==> config.mk <==
export PLATFORM = sky130hd
export DESIGN_NAME = pwm_level_controller_flat
export DESIGN_NICKNAME = d
export VERILOG_FILES = /design/src/rtl/pwm_level_controller_if.sv /design/src/rtl/pwm_level_controller.sv /design/src/flat_wrapper.sv
export SDC_FILE = /design/constraint.sdc
export NUM_CORES = 1
export LEC_CHECK = 0
export ABC_AREA = 1
export CAP_MARGIN = 20
export CELL_PAD_IN_SITES_DETAIL_PLACEMENT = 1
export CELL_PAD_IN_SITES_GLOBAL_PLACEMENT = 1
export CORE_UTILIZATION = 45
export DETAILED_ROUTE_END_ITERATION = 16
export MAX_ROUTING_LAYER = met4
export PLACE_DENSITY = 0.79
export SLEW_MARGIN = 10
export SYNTH_ARGS = -nofsm -noshare
export SYNTH_HDL_FRONTEND = slang
export SYNTH_SLANG_ARGS = --single-unit
==> constraint.sdc <==
create_clock -name clk -period 2.9 [get_ports clk]
set_clock_uncertainty 0.2 [all_clocks]
set_input_delay 0.29 -clock clk [delete_from_list [all_inputs] [get_ports clk]]
set_output_delay 0.29 -clock clk [all_outputs]
set_load 0.1 [all_outputs]
==> src/rtl/pwm_level_controller_if.sv <==
// Signal bundle between the PWM level controller and its surroundings:
// raw buttons and converter digits in, level, PWM and display scan out.
interface pwm_level_controller_if;
    logic       btn_up;
    logic       btn_down;
    logic [3:0] digit0;
    logic [3:0] digit1;
    logic [3:0] digit2;
    logic [3:0] level;
    logic       level_change;
    logic       pwm_out;
    logic [3:0] scan_digit;
    logic [2:0] scan_sel;

    // Environment side: drives buttons and converter digits, observes outputs.
    modport master (
        output btn_up, btn_down, digit0, digit1, digit2,
        input  level, level_change, pwm_out, scan_digit, scan_sel
    );

    // Controller side.
    modport slave (
        input  btn_up, btn_down, digit0, digit1, digit2,
        output level, level_change, pwm_out, scan_digit, scan_sel
    );
endinterface

==> src/rtl/pwm_level_controller.sv <==
// Two-button duty-level controller (0..10) driving a 10-step PWM output and a
// three-digit multiplexed display scanner fed by an external BCD converter.
module pwm_level_controller #(
    parameter int unsigned DEBOUNCE_CYCLES = 250000,
    parameter int unsigned PWM_PRESCALE    = 1000,
    parameter int unsigned SCAN_CYCLES     = 50000
) (
    input  logic                   clk,
    input  logic                   rst_n,
    pwm_level_controller_if.slave  bus
);

    localparam int unsigned DB_W  = (DEBOUNCE_CYCLES > 1) ? $clog2(DEBOUNCE_CYCLES) : 1;
    localparam int unsigned PS_W  = (PWM_PRESCALE > 1) ? $clog2(PWM_PRESCALE) : 1;
    localparam int unsigned SC_W  = (SCAN_CYCLES > 1) ? $clog2(SCAN_CYCLES) : 1;
    localparam int unsigned LVL_W = 4;
    localparam int unsigned STP_W = 4;

    localparam logic [DB_W-1:0]  DB_LAST   = DB_W'(DEBOUNCE_CYCLES - 1);
    localparam logic [PS_W-1:0]  PS_LAST   = PS_W'(PWM_PRESCALE - 1);
    localparam logic [SC_W-1:0]  SC_LAST   = SC_W'(SCAN_CYCLES - 1);
    localparam logic [LVL_W-1:0] LVL_MAX   = LVL_W'(10);
    localparam logic [STP_W-1:0] STEP_LAST = STP_W'(9);

    // ------------------------------------------------------------------
    // Button conditioning: bit 0 = up, bit 1 = down.
    // ------------------------------------------------------------------
    logic [1:0]            sync1_q;
    logic [1:0]            sync2_q;
    logic [1:0][DB_W-1:0]  db_cnt_q;
    logic [1:0][DB_W-1:0]  db_cnt_d;
    logic [1:0]            db_state_q;
    logic [1:0]            db_state_d;
    logic [1:0]            db_prev_q;
    logic [1:0]            press_c;

    always_ff @(posedge clk or negedge rst_n) begin
        if (!rst_n) begin
            sync1_q    <= '0;
            sync2_q    <= '0;
            db_cnt_q   <= '0;
            db_state_q <= '0;
            db_prev_q  <= '0;
        end else begin
            sync1_q    <= {bus.btn_down, bus.btn_up};
            sync2_q    <= sync1_q;
            db_cnt_q   <= db_cnt_d;
            db_state_q <= db_state_d;
            db_prev_q  <= db_state_q;
        end
    end

    // A change is accepted only after DEBOUNCE_CYCLES consecutive mismatching cycles.
    always_comb begin
        db_cnt_d   = '0;
        db_state_d = db_state_q;
        for (int i = 0; i < 2; i++) begin
            if (sync2_q[i] != db_state_q[i]) begin
                if (db_cnt_q[i] == DB_LAST) begin
                    db_state_d[i] = ~db_state_q[i];
                end else begin
                    db_cnt_d[i] = db_cnt_q[i] + DB_W'(1);
                end
            end
        end
    end

    assign press_c = db_state_q & ~db_prev_q;

    // ------------------------------------------------------------------
    // Level register with saturation; simultaneous presses cancel.
    // ------------------------------------------------------------------
    logic [LVL_W-1:0] level_q;
    logic [LVL_W-1:0] level_d;
    logic             level_change_q;
    logic             level_change_d;

    always_comb begin
        level_d        = level_q;
        level_change_d = 1'b0;
        case (press_c)
            2'b01: begin
                if (level_q < LVL_MAX) begin
                    level_d        = level_q + LVL_W'(1);
                    level_change_d = 1'b1;
                end
            end
            2'b10: begin
                if (level_q != '0) begin
                    level_d        = level_q - LVL_W'(1);
                    level_change_d = 1'b1;
                end
            end
            default: begin
            end
        endcase
    end

    always_ff @(posedge clk or negedge rst_n) begin
        if (!rst_n) begin
            level_q        <= '0;
            level_change_q <= 1'b0;
        end else begin
            level_q        <= level_d;
            level_change_q <= level_change_d;
        end
    end

    // ------------------------------------------------------------------
    // PWM: ten steps per period, duty latched only at period start.
    // ------------------------------------------------------------------
    logic [PS_W-1:0]  presc_q;
    logic [PS_W-1:0]  presc_d;
    logic [STP_W-1:0] step_q;
    logic [STP_W-1:0] step_d;
    logic [LVL_W-1:0] shadow_q;
    logic [LVL_W-1:0] shadow_d;
    logic             pwm_q;
    logic             pwm_d;
    logic             presc_wrap_c;
    logic             period_start_c;

    assign presc_wrap_c   = (presc_q == PS_LAST);
    assign period_start_c = presc_wrap_c && (step_q == STEP_LAST);

    always_comb begin
        presc_d  = presc_wrap_c ? '0 : presc_q + PS_W'(1);
        step_d   = step_q;
        shadow_d = shadow_q;
        if (presc_wrap_c) begin
            step_d = (step_q == STEP_LAST) ? '0 : step_q + STP_W'(1);
        end
        if (period_start_c) begin
            shadow_d = level_q;
        end
        // Compare the upcoming step so the output register lines up with it.
        pwm_d = (step_d < shadow_d);
    end

    always_ff @(posedge clk or negedge rst_n) begin
        if (!rst_n) begin
            presc_q  <= '0;
            step_q   <= '0;
            shadow_q <= '0;
            pwm_q    <= 1'b0;
        end else begin
            presc_q  <= presc_d;
            step_q   <= step_d;
            shadow_q <= shadow_d;
            pwm_q    <= pwm_d;
        end
    end

    // ------------------------------------------------------------------
    // Display scan: index 0..2 advances each slot; outputs lag index by one.
    // ------------------------------------------------------------------
    logic [SC_W-1:0] slot_q;
    logic [SC_W-1:0] slot_d;
    logic [1:0]      idx_q;
    logic [1:0]      idx_d;
    logic [2:0]      sel_q;
    logic [2:0]      sel_d;
    logic [3:0]      sdig_q;
    logic [3:0]      sdig_d;

    always_comb begin
        slot_d = (slot_q == SC_LAST) ? '0 : slot_q + SC_W'(1);
        idx_d  = idx_q;
        if (slot_q == SC_LAST) begin
            // Index 3 is never produced, but recovers to 0 if it ever appears.
            idx_d = (idx_q >= 2'd2) ? 2'd0 : idx_q + 2'd1;
        end
        sel_d  = 3'b000;
        sdig_d = 4'd0;
        case (idx_q)
            2'd0: begin
                sel_d  = 3'b001;
                sdig_d = bus.digit0;
            end
            2'd1: begin
                sel_d  = 3'b010;
                sdig_d = bus.digit1;
            end
            2'd2: begin
                sel_d  = 3'b100;
                sdig_d = bus.digit2;
            end
            default: begin
            end
        endcase
    end

    always_ff @(posedge clk or negedge rst_n) begin
        if (!rst_n) begin
            slot_q <= '0;
            idx_q  <= 2'd0;
            sel_q  <= 3'b001;
            sdig_q <= 4'd0;
        end else begin
            slot_q <= slot_d;
            idx_q  <= idx_d;
            sel_q  <= sel_d;
            sdig_q <= sdig_d;
        end
    end

    assign bus.level        = level_q;
    assign bus.level_change = level_change_q;
    assign bus.pwm_out      = pwm_q;
    assign bus.scan_sel     = sel_q;
    assign bus.scan_digit   = sdig_q;

endmodule

==> src/flat_wrapper.sv <==
// flat-port wrapper written by rule: the top's interface ports become plain ports
module pwm_level_controller_flat 
#(
    parameter int unsigned DEBOUNCE_CYCLES = 250000,
    parameter int unsigned PWM_PRESCALE    = 1000,
    parameter int unsigned SCAN_CYCLES     = 50000
)
  (clk, rst_n, bus_btn_up, bus_btn_down, bus_digit0, bus_digit1, bus_digit2, bus_level, bus_level_change, bus_pwm_out, bus_scan_digit, bus_scan_sel);
  pwm_level_controller_if bus_i ();
  input  logic clk;
  input  logic rst_n;
  input wire logic [$bits(bus_i.btn_up)-1:0] bus_btn_up;
  input wire logic [$bits(bus_i.btn_down)-1:0] bus_btn_down;
  input wire logic [$bits(bus_i.digit0)-1:0] bus_digit0;
  input wire logic [$bits(bus_i.digit1)-1:0] bus_digit1;
  input wire logic [$bits(bus_i.digit2)-1:0] bus_digit2;
  output wire logic [$bits(bus_i.level)-1:0] bus_level;
  output wire logic [$bits(bus_i.level_change)-1:0] bus_level_change;
  output wire logic [$bits(bus_i.pwm_out)-1:0] bus_pwm_out;
  output wire logic [$bits(bus_i.scan_digit)-1:0] bus_scan_digit;
  output wire logic [$bits(bus_i.scan_sel)-1:0] bus_scan_sel;
  assign bus_i.btn_up = bus_btn_up;
  assign bus_i.btn_down = bus_btn_down;
  assign bus_i.digit0 = bus_digit0;
  assign bus_i.digit1 = bus_digit1;
  assign bus_i.digit2 = bus_digit2;
  assign bus_level = bus_i.level;
  assign bus_level_change = bus_i.level_change;
  assign bus_pwm_out = bus_i.pwm_out;
  assign bus_scan_digit = bus_i.scan_digit;
  assign bus_scan_sel = bus_i.scan_sel;
  pwm_level_controller #(.DEBOUNCE_CYCLES(DEBOUNCE_CYCLES), .PWM_PRESCALE(PWM_PRESCALE), .SCAN_CYCLES(SCAN_CYCLES)) u_core (.clk(clk), .rst_n(rst_n), .bus(bus_i));
endmodule
==> qor.tcl, run 1 <==
set qor(grt_setup_unrepaired) {no}
set qor(fp-row-count) 36
set qor(post-synth-top-area-fraction) 0.494
set qor(clkLatencyLatePin_ps) 370
set qor(antenna_cells) 0
set qor(slew-limit-headroom) 0.646
set qor(place_worst_setup_slack_ps) 606
set qor(floorplan.io_pins) 29
set qor(minimum_setup_slack_in_the_final_design_ps) 621
set qor(post_cts_setup_buffers) 0
set qor(count_of_flip_flops_with_a_built_in_enable_after_synthesis) 0
set qor(total_power_uw) 2360
set qor(crit_type) {reg2reg}
set qor(drtPass1Iterations) 4
set qor(die-width_um) 104
set qor(synth_cell_types) 39
set qor(worst-endpoint-arrival_ps) 2380
set qor(timing.hold.worst.class) {in2reg}
set qor(gpl.final_weighted_congestion) 0.785
set qor(dpl.hpwl_mm) 7.56
set qor(final_period_minus_worst_setup_slack_ps) 2280
set qor(max_slew.worst_pin.slew_ps) 526
set qor(timing.hold.ws_ps) 159
set qor(muxShareOfSynthArea) 0.00215
set qor(ir_worst_vdd_v) 0.000202
set qor(cts.sink_count) 93
set qor(clockRootBuffer) {sky130_fd_sc_hd__clkbuf_8}
set qor(cts_inserted_buffers) 9
set qor(drt_drc_violations_left) 0
set qor(worstSetupEndpointType) {register}
set qor(initial_core_util) 0.470
set qor(netlist_instances) 541
set qor(syn_nets) 571
set qor(synth_flop_cell) {sky130_fd_sc_hd__dfrtp_1}
set qor(largest_net_degree_at_the_start_of_global_routing) 41
set qor(fp.coreArea_sq_um) 9910
set qor(p_per_area_nw_per_um2) 444
set qor(global_route.overflow_total) 0
set qor(element_type_at_the_critical_path_start) {register}
set qor(final_min_period_over_clock_period) 0.786
set qor(clock_tree_from_tritoncts) {yes}
set qor(antenna_violations_before_repair) 0
set qor(drt.antenna.violating_nets) 0
set qor(maxCapViolCount) 0
set qor(finalWirelength_mm) 10.1
set qor(placedInstanceArea_sq_um) 5090
set qor(die_h_um) 104
set qor(synthToLayoutAreaGrowth_pct) 13.9
set qor(ys_seq_elements) 93
set qor(num_vias) 3635
set qor(yosys_warnings) 0
set qor(status) {finished, final reports clean}
set qor(fin_area_sq_um) 5310
set qor(post_drt_via_cell_ratio) 5.05
set qor(grt_first_pass_wirelength_mm) 17.6
set qor(first_global_vias) 3903
set qor(synth.avg_cell_area_sq_um) 8.62
set qor(synth.top_cells.by_area) {sky130_fd_sc_hd__dfrtp_1 49%, sky130_fd_sc_hd__nand2_1 9.0%, sky130_fd_sc_hd__inv_1 5.9%}
set qor(post_synthesis_adder_cell_area_fraction) 0.0392
set qor(maxClockFrequency_mhz) 439
set qor(cts-htree-levels) 3
set qor(final-max-slew-violation-count) 0
set qor(hold_viol) 0
set qor(final_net_count) 612
set qor(detail_route.wl_per_cell_um) 14.0
set qor(proportion_of_synthesized_flip_flops_having_asynchronous_set_or_reset) 1.00
set qor(yosys.area_share.simple) 0.292
set qor(numPortBuffers) 28
set qor(seq_area_frac_synth) 0.500
set qor(cp.required_ps) 3000
set qor(synth_area_in_compound_gates) 0.0529
set qor(total_leakage_power_uw) 0.00258
set qor(max-clock-path-buffers) 2
set qor(syn-cell-area_sq_um) 4660
set qor(ctsResizeCount) 0
set qor(grt_use_total) 0.209
set qor(synth_xor_area_frac) 0.0467
set qor(critical_path.max_fanout) 5
set qor(design.die.area_sq_um) 10800
set qor(setup_violations) 0
set qor(dominant_combinational_cell_family_by_area_after_synthesis) {simple AND/OR/NAND/NOR gates}
set qor(synth_top_area_cell) {sky130_fd_sc_hd__dfrtp_1}
set qor(final_sum_of_negative_setup_slack_ps) 0
set qor(first_iter_violations) 71
set qor(post_route_cells_drive_above_1_share) 0.135
set qor(reg2reg_slack_ps) 620
set qor(worst_path_clk_slew_ps) 90
-- critical path, cell delays in order, from the launching register on --
cell and delay (ps):
sky130_fd_sc_hd__dfrtp_1 410, sky130_fd_sc_hd__ha_1 200, sky130_fd_sc_hd__nand2_1 100, sky130_fd_sc_hd__nor2_2 220, sky130_fd_sc_hd__nand2_2 120, sky130_fd_sc_hd__nor2_1 150
sky130_fd_sc_hd__o21ai_0 90, sky130_fd_sc_hd__a21oi_1 170, sky130_fd_sc_hd__ha_1 270, sky130_fd_sc_hd__a21o_1 180, sky130_fd_sc_hd__a21oi_1 110
-- through the flow --
stage / utilization / instances
floorplan: - / 541
global placement: 0.514 / 703
detailed placement: 0.514 / 703
CTS: 0.536 / 720
global route: 0.536 / 720
finish: 0.536 / 720
-- worst paths after layout --
check	startpoint	endpoint	cells past startpoint
worst min register to register	u_core.sync1_q[1]$_DFF_PN0_	u_core.sync2_q[1]$_DFF_PN0_	0
min in group asynchronous	rst_n	u_core.shadow_q[1]$_DFF_PN0_	2
worst max register to register	u_core.presc_q[0]$_DFF_PN0_	u_core.bus.pwm_out$_DFF_PN0_	10
worst max-delay path	u_core.presc_q[0]$_DFF_PN0_	u_core.bus.pwm_out$_DFF_PN0_	10
max in group asynchronous	rst_n	u_core.db_cnt_q[8]$_DFF_PN0_	3
worst min-delay path	bus_btn_up	u_core.sync1_q[0]$_DFF_PN0_	1
-- cell families (layout without fill, tap and decap cells) --
group / after synthesis / count (layout)
AO/OA/AOI/OAI: 44 / 44
XOR/XNOR: 24 / 24
adder cells (fa/ha/maj): 14 / 14
buffers and inverters: 84 / 130
flip-flops: 93 / 93
multiplexers: 1 / 1
AND/OR/NAND/NOR: 281 / 281
-- report_power, final --
group	switching [uW]	internal [uW]	total, uW	leakage (uW)
combinational	72.1	35.8	108	0.00124
sequential	7.70	1310	1320	0.00124
clock	444	489	932	0.0000989
-- placed cells by master, fill, tap and decap left out, types with 2 or more instances in the layout --
| cell | count |
|---|---|
| sky130_fd_sc_hd__a21oi_1 | 21 |
| sky130_fd_sc_hd__a31o_2 | 2 |
| sky130_fd_sc_hd__buf_4 | 15 |
| sky130_fd_sc_hd__bufinv_16 | 2 |
| sky130_fd_sc_hd__clkbuf_1 | 5 |
| sky130_fd_sc_hd__clkbuf_8 | 9 |
| sky130_fd_sc_hd__clkdlybuf4s50_1 | 14 |
| sky130_fd_sc_hd__clkinv_1 | 2 |
| sky130_fd_sc_hd__dfrtp_1 | 92 |
| sky130_fd_sc_hd__ha_1 | 13 |
| sky130_fd_sc_hd__inv_1 | 73 |
| sky130_fd_sc_hd__inv_2 | 8 |
| sky130_fd_sc_hd__nand2_1 | 112 |
| sky130_fd_sc_hd__nand2_2 | 4 |
| sky130_fd_sc_hd__nand3_1 | 29 |
| sky130_fd_sc_hd__nand3_2 | 6 |
| sky130_fd_sc_hd__nand4_1 | 11 |
| sky130_fd_sc_hd__nand4_2 | 3 |
| sky130_fd_sc_hd__nor2_1 | 63 |
| sky130_fd_sc_hd__nor2_2 | 17 |
| sky130_fd_sc_hd__nor2_4 | 4 |
| sky130_fd_sc_hd__nor3_1 | 15 |
| sky130_fd_sc_hd__nor3b_1 | 6 |
| sky130_fd_sc_hd__nor4_1 | 4 |
| sky130_fd_sc_hd__o21ai_0 | 13 |
| sky130_fd_sc_hd__o22ai_1 | 3 |
| sky130_fd_sc_hd__or2_1 | 2 |
| sky130_fd_sc_hd__xnor2_1 | 4 |
| sky130_fd_sc_hd__xor2_1 | 19 |
-- layer usage --
layer,GRT usage,part of all wire,vias to the layer above,routed length (um)
li1,-,-,1800,-
met1,0.249,0.46,1793,4590
met2,0.359,0.51,31,5100
met3,0.0289,0.018,11,186
met4,0.0837,0.018,0,180
met5,-,0,-,0
-- cell usage after synthesis, types with 2 or more instances --
library cell,n
sky130_fd_sc_hd__nor3b_1,6
sky130_fd_sc_hd__o21ai_0,13
sky130_fd_sc_hd__xor2_1,19
sky130_fd_sc_hd__xnor2_1,4
sky130_fd_sc_hd__a21oi_1,21
sky130_fd_sc_hd__o22ai_1,3
sky130_fd_sc_hd__nand4_2,3
sky130_fd_sc_hd__or2_1,2
sky130_fd_sc_hd__nand3_2,6
sky130_fd_sc_hd__nand4_1,11
sky130_fd_sc_hd__nand2_1,112
sky130_fd_sc_hd__dfrtp_1,92
sky130_fd_sc_hd__nor2_1,63
sky130_fd_sc_hd__nor3_1,15
sky130_fd_sc_hd__a31o_2,2
sky130_fd_sc_hd__nand3_1,29
sky130_fd_sc_hd__inv_1,73
sky130_fd_sc_hd__nor4_1,4
sky130_fd_sc_hd__nand2_2,4
sky130_fd_sc_hd__nor2_2,17
sky130_fd_sc_hd__inv_2,8
sky130_fd_sc_hd__clkinv_1,2
sky130_fd_sc_hd__ha_1,13
sky130_fd_sc_hd__nor2_4,4
-- final cells by class --
cell class	instances	area [sq um]
Inverter	83	312
Multi-Input combinational cell	364	2020
Clock buffer	14	143
Clock inverter	2	60.1
Fill cell	1204	4600
Tap cell	133	166
Timing Repair Buffer	31	283
Sequential cell	93	2330
-- registers in the layout, indices dropped and copies added, names as in the netlist --
| signal | count |
|---|---|
| u_core.bus.level | 4 |
| u_core.bus.pwm_out | 1 |
| u_core.step_q | 4 |
| u_core.db_cnt_q | 36 |
| u_core.sync2_q | 2 |
| u_core.shadow_q | 4 |
| u_core.presc_q | 10 |
| u_core.bus.scan_sel | 3 |
| u_core.db_prev_q | 2 |
| u_core.slot_q | 16 |
| u_core.bus.level_change | 1 |
| u_core.idx_q | 2 |
| u_core.sync1_q | 2 |
| u_core.bus.scan_digit | 4 |
| u_core.db_state_q | 2 |
-- what timing repair did --
| item | in CTS | in global routing |
|---|---|---|
| hold endpoints to repair | 28 | 0 |
| setup endpoints to repair | 0 | 0 |
| hold buffers | 1 | 0 |
(Power assumes the default switching activity.)
==> run 2: changes to the inputs <==
==> constraint.sdc (replaced) <==
create_clock -name clk -period 2.32 [get_ports clk]
set_clock_uncertainty 0.2 [all_clocks]
set_input_delay 0.232 -clock clk [delete_from_list [all_inputs] [get_ports clk]]
set_output_delay 0.232 -clock clk [all_outputs]
set_load 0.1 [all_outputs]
==> qor.tcl, run 2 (synthesis gave the netlist of run 1 again) <==
set qor(antenna_violations_before_repair) 0 ;# unchanged
set qor(maxClockFrequency_mhz) 455 ;# +3.7%
set qor(fill_cells) 1210 ;# +0.50%
set qor(hold_depth) 1 ;# unchanged
set qor(timing.critical_path.from) {u_core.presc_q[0]$_DFF_PN0_}
set qor(finalWirelength_mm) 10.2 ;# +0.88%
set qor(timing.hold.ws_ps) 98.2 ;# -60.4 ps
set qor(antenna_cells) 0 ;# unchanged
set qor(cp.required_ps) 2410 ;# -590 ps
set qor(clockRootBuffer) {sky130_fd_sc_hd__clkbuf_8}
set qor(total_leakage_power_uw) 0.00260 ;# +0.78%
set qor(synthToLayoutAreaGrowth_pct) 14.5
set qor(slew-limit-headroom) 0.661 ;# +0.0145
set qor(internal_power_uw) 2160 ;# +18%
set qor(element_type_at_the_critical_path_start) {register}
set qor(first_iter_violations) 88 ;# +24%
set qor(dpl.hpwl_mm) 7.48 ;# -1.1%
set qor(pwr-share-seq) 0.582 ;# +0.024
set qor(worstReg2RegStart) {u_core.presc_q[0]$_DFF_PN0_}
set qor(first_global_vias) 3963 ;# +1.5%
set qor(crit_type) {reg2reg}
set qor(worstSetupEndpointType) {register}
set qor(grt_first_pass_wirelength_mm) 18.1 ;# +2.9%
set qor(critical_path.max_fanout) 6 ;# +1
set qor(clock_power_share) 0.371 ;# -0.025
set qor(fp-row-count) 36 ;# unchanged
set qor(setup_violations) 0 ;# unchanged
set qor(register_area_sq_um) 2330 ;# about the same
set qor(cts.sink_count) 93 ;# unchanged
set qor(initial_core_util) 0.470 ;# unchanged
set qor(final-max-slew-violation-count) 0 ;# unchanged
set qor(drt.antenna.violating_nets) 0 ;# unchanged
set qor(crit-reg2reg-capture) {u_core.bus.pwm_out$_DFF_PN0_}
set qor(design.die.area_sq_um) 10800 ;# unchanged
set qor(maxCapViolCount) 0 ;# unchanged
set qor(minimum_setup_slack_in_the_final_design_ps) 122 ;# -499 ps
set qor(p_per_area_nw_per_um2) 530 ;# +19%
set qor(final_min_period_over_clock_period) 0.947 ;# +0.161
set qor(drt_drc_violations_left) 0 ;# unchanged
set qor(floorplan.io_pins) 29 ;# unchanged
set qor(numPortBuffers) 28 ;# unchanged
set qor(status) {finished, final reports clean}
set qor(global_route.overflow_total) 0 ;# unchanged
set qor(total_switching_power_uw) 670 ;# +28%
set qor(drtPass1Iterations) 4 ;# unchanged
set qor(cts_inserted_buffers) 9 ;# unchanged
set qor(largest_register) {u_core.db_cnt_q}
set qor(grt_setup_unrepaired) {yes}
set qor(cts-htree-levels) 3 ;# unchanged
set qor(gpl.final_weighted_congestion) 0.810 ;# +3.1%
set qor(clkLatencyLatePin_ps) 360 ;# about the same
set qor(die-width_um) 104 ;# unchanged
set qor(worst-endpoint-arrival_ps) 2290 ;# -90 ps
set qor(final_period_minus_worst_setup_slack_ps) 2200 ;# -81.5 ps
set qor(layout_top_registers) {u_core.db_cnt_q (36), u_core.slot_q (16), u_core.presc_q (10)}
set qor(layout_commonest_cell) {sky130_fd_sc_hd__nand2_1}
set qor(die_h_um) 104 ;# unchanged
set qor(largest_net_degree_at_the_start_of_global_routing) 94 ;# +130%
set qor(flip_flop_count_of_the_largest_register_all_copies_and_words_added) 36 ;# unchanged
set qor(hold_viol) 0 ;# unchanged
set qor(timing.hold.worst.class) {in2reg}
set qor(num_vias) 3650 ;# +0.41%
set qor(detail_route.wl_per_cell_um) 14.1 ;# +0.74%
set qor(max-clock-path-buffers) 2 ;# unchanged
set qor(place_worst_setup_slack_ps) 12.5 ;# -593 ps
set qor(fp.coreArea_sq_um) 9910 ;# unchanged
set qor(worst_path_clk_slew_ps) 90 ;# about the same
set qor(clock_tree_from_tritoncts) {yes}
set qor(post_drt_via_cell_ratio) 5.06 ;# +0.27%
set qor(max_slew.worst_pin.slew_ps) 505 ;# -21.5 ps
set qor(holdPathEnd) {u_core.sync1_q[1]$_DFF_PN0_}
set qor(worst_r2r_path_depth) 10 ;# unchanged
set qor(worstHoldStart) {bus_btn_down}
set qor(multi_input_gate_area_in_the_final_layout_sq_um) 2050 ;# +1.7%
set qor(grt_use_total) 0.215 ;# +0.00547
set qor(ir_worst_vdd_v) 0.000334 ;# +65%
set qor(final_net_count) 613 ;# +0.16%
set qor(reg2reg_slack_ps) 120 ;# -500 ps
set qor(post_route_cells_drive_above_1_share) 0.153 ;# +0.0185
set qor(switching_share) 0.237 ;# +0.0149
set qor(comb_power_share) 0.047 ;# about the same
set qor(commonest_cells_after_routing_fill_and_taps_aside) {111 x sky130_fd_sc_hd__nand2_1, 91 x sky130_fd_sc_hd__dfrtp_1, 73 x sky130_fd_sc_hd__inv_1}
run 2: cell types whose count changed in the layout (fill, tap and decap cells not counted), moves of 2 or more:
cell / delta
sky130_fd_sc_hd__clkbuf_1: -4
sky130_fd_sc_hd__clkbuf_8: +3
sky130_fd_sc_hd__nor2_4: +3
sky130_fd_sc_hd__bufinv_16: -2
sky130_fd_sc_hd__clkinv_2: +2
sky130_fd_sc_hd__nor2_1: -2
run 2: worst max path at each step:
stage,endpoint,slack (ps),cells after the start
floorplan,u_core.bus.level[3]$_DFFE_PN0P_,110,9
global placement,u_core.bus.pwm_out$_DFF_PN0_,150,10
detailed placement,u_core.bus.pwm_out$_DFF_PN0_,10,10
CTS,u_core.bus.pwm_out$_DFF_PN0_,30,10
global route,u_core.bus.pwm_out$_DFF_PN0_,-20,10
finish,u_core.bus.pwm_out$_DFF_PN0_,120,10
run 2: per-layer routing:
metal | share of wire | GRT usage | vias up
met2 | 0.52 | 0.371 | 30
li1 | - | - | 1800
met1 | 0.45 | 0.258 | 1809
met3 | 0.015 | 0.0245 | 11
met4 | 0.015 | 0.0827 | 0
met5 | 0 | - | -
run 2: through the flow:
stage / cells / cell area, sq um / setup TNS, ps / power, uW / utilization
detailed placement: 702 / 5090 / 0 / 1810 / 0.513
CTS: 719 / 5290 / 0 / 2860 / 0.534
global route: 721 / 5340 / -20.0 / 2930 / 0.538
global placement: 702 / 5090 / 0 / 1810 / 0.513
floorplan: 541 / 4660 / 0 / 1730 / -
finish: 721 / 5340 / 0 / 2830 / 0.538
run 2: power by group through the flow:
stage / sequential, uW / combinational (uW) / clock (uW)
floorplan: 1700 / 30.5 / 0
global placement: 1670 / 132 / 0
detailed placement: 1680 / 135 / 0
CTS: 1640 / 137 / 1080
global route: 1650 / 148 / 1140
finish: 1640 / 132 / 1050
run 2: area by class of cell:
| class | count | share of cell area |
|---|---|---|
| Multi-Input combinational cell | 364 | 0.384 |
| Clock buffer | 13 | 0.0317 |
| Timing Repair Buffer | 32 | 0.0544 |
| Inverter | 83 | 0.0584 |
| Sequential cell | 93 | 0.437 |
| Tap cell | 133 | 0.0312 |
| Clock inverter | 3 | 0.00352 |
run 2: timing repair:
item | 4_1_cts | 5_1_grt
cloned | 0 | 0
setup buffers | 0 | 2
hold endpoints to repair | 92 | 0
gates resized for setup | 1 | 9
pin swaps | 0 | 3
endpoints found under the setup margin | 1 | 2
hold buffers | 1 | 0
run 2: worst max-delay path, stage by stage (launching register included):
cell and delay, ps:
sky130_fd_sc_hd__dfrtp_1 410, sky130_fd_sc_hd__ha_2 220, sky130_fd_sc_hd__nand2_2 90, sky130_fd_sc_hd__nor2_4 170
sky130_fd_sc_hd__nand3_2 150, sky130_fd_sc_hd__inv_2 130, sky130_fd_sc_hd__nand2_1 60, sky130_fd_sc_hd__o21ai_0 110
sky130_fd_sc_hd__ha_1 290, sky130_fd_sc_hd__a21o_1 180, sky130_fd_sc_hd__a21oi_1 120
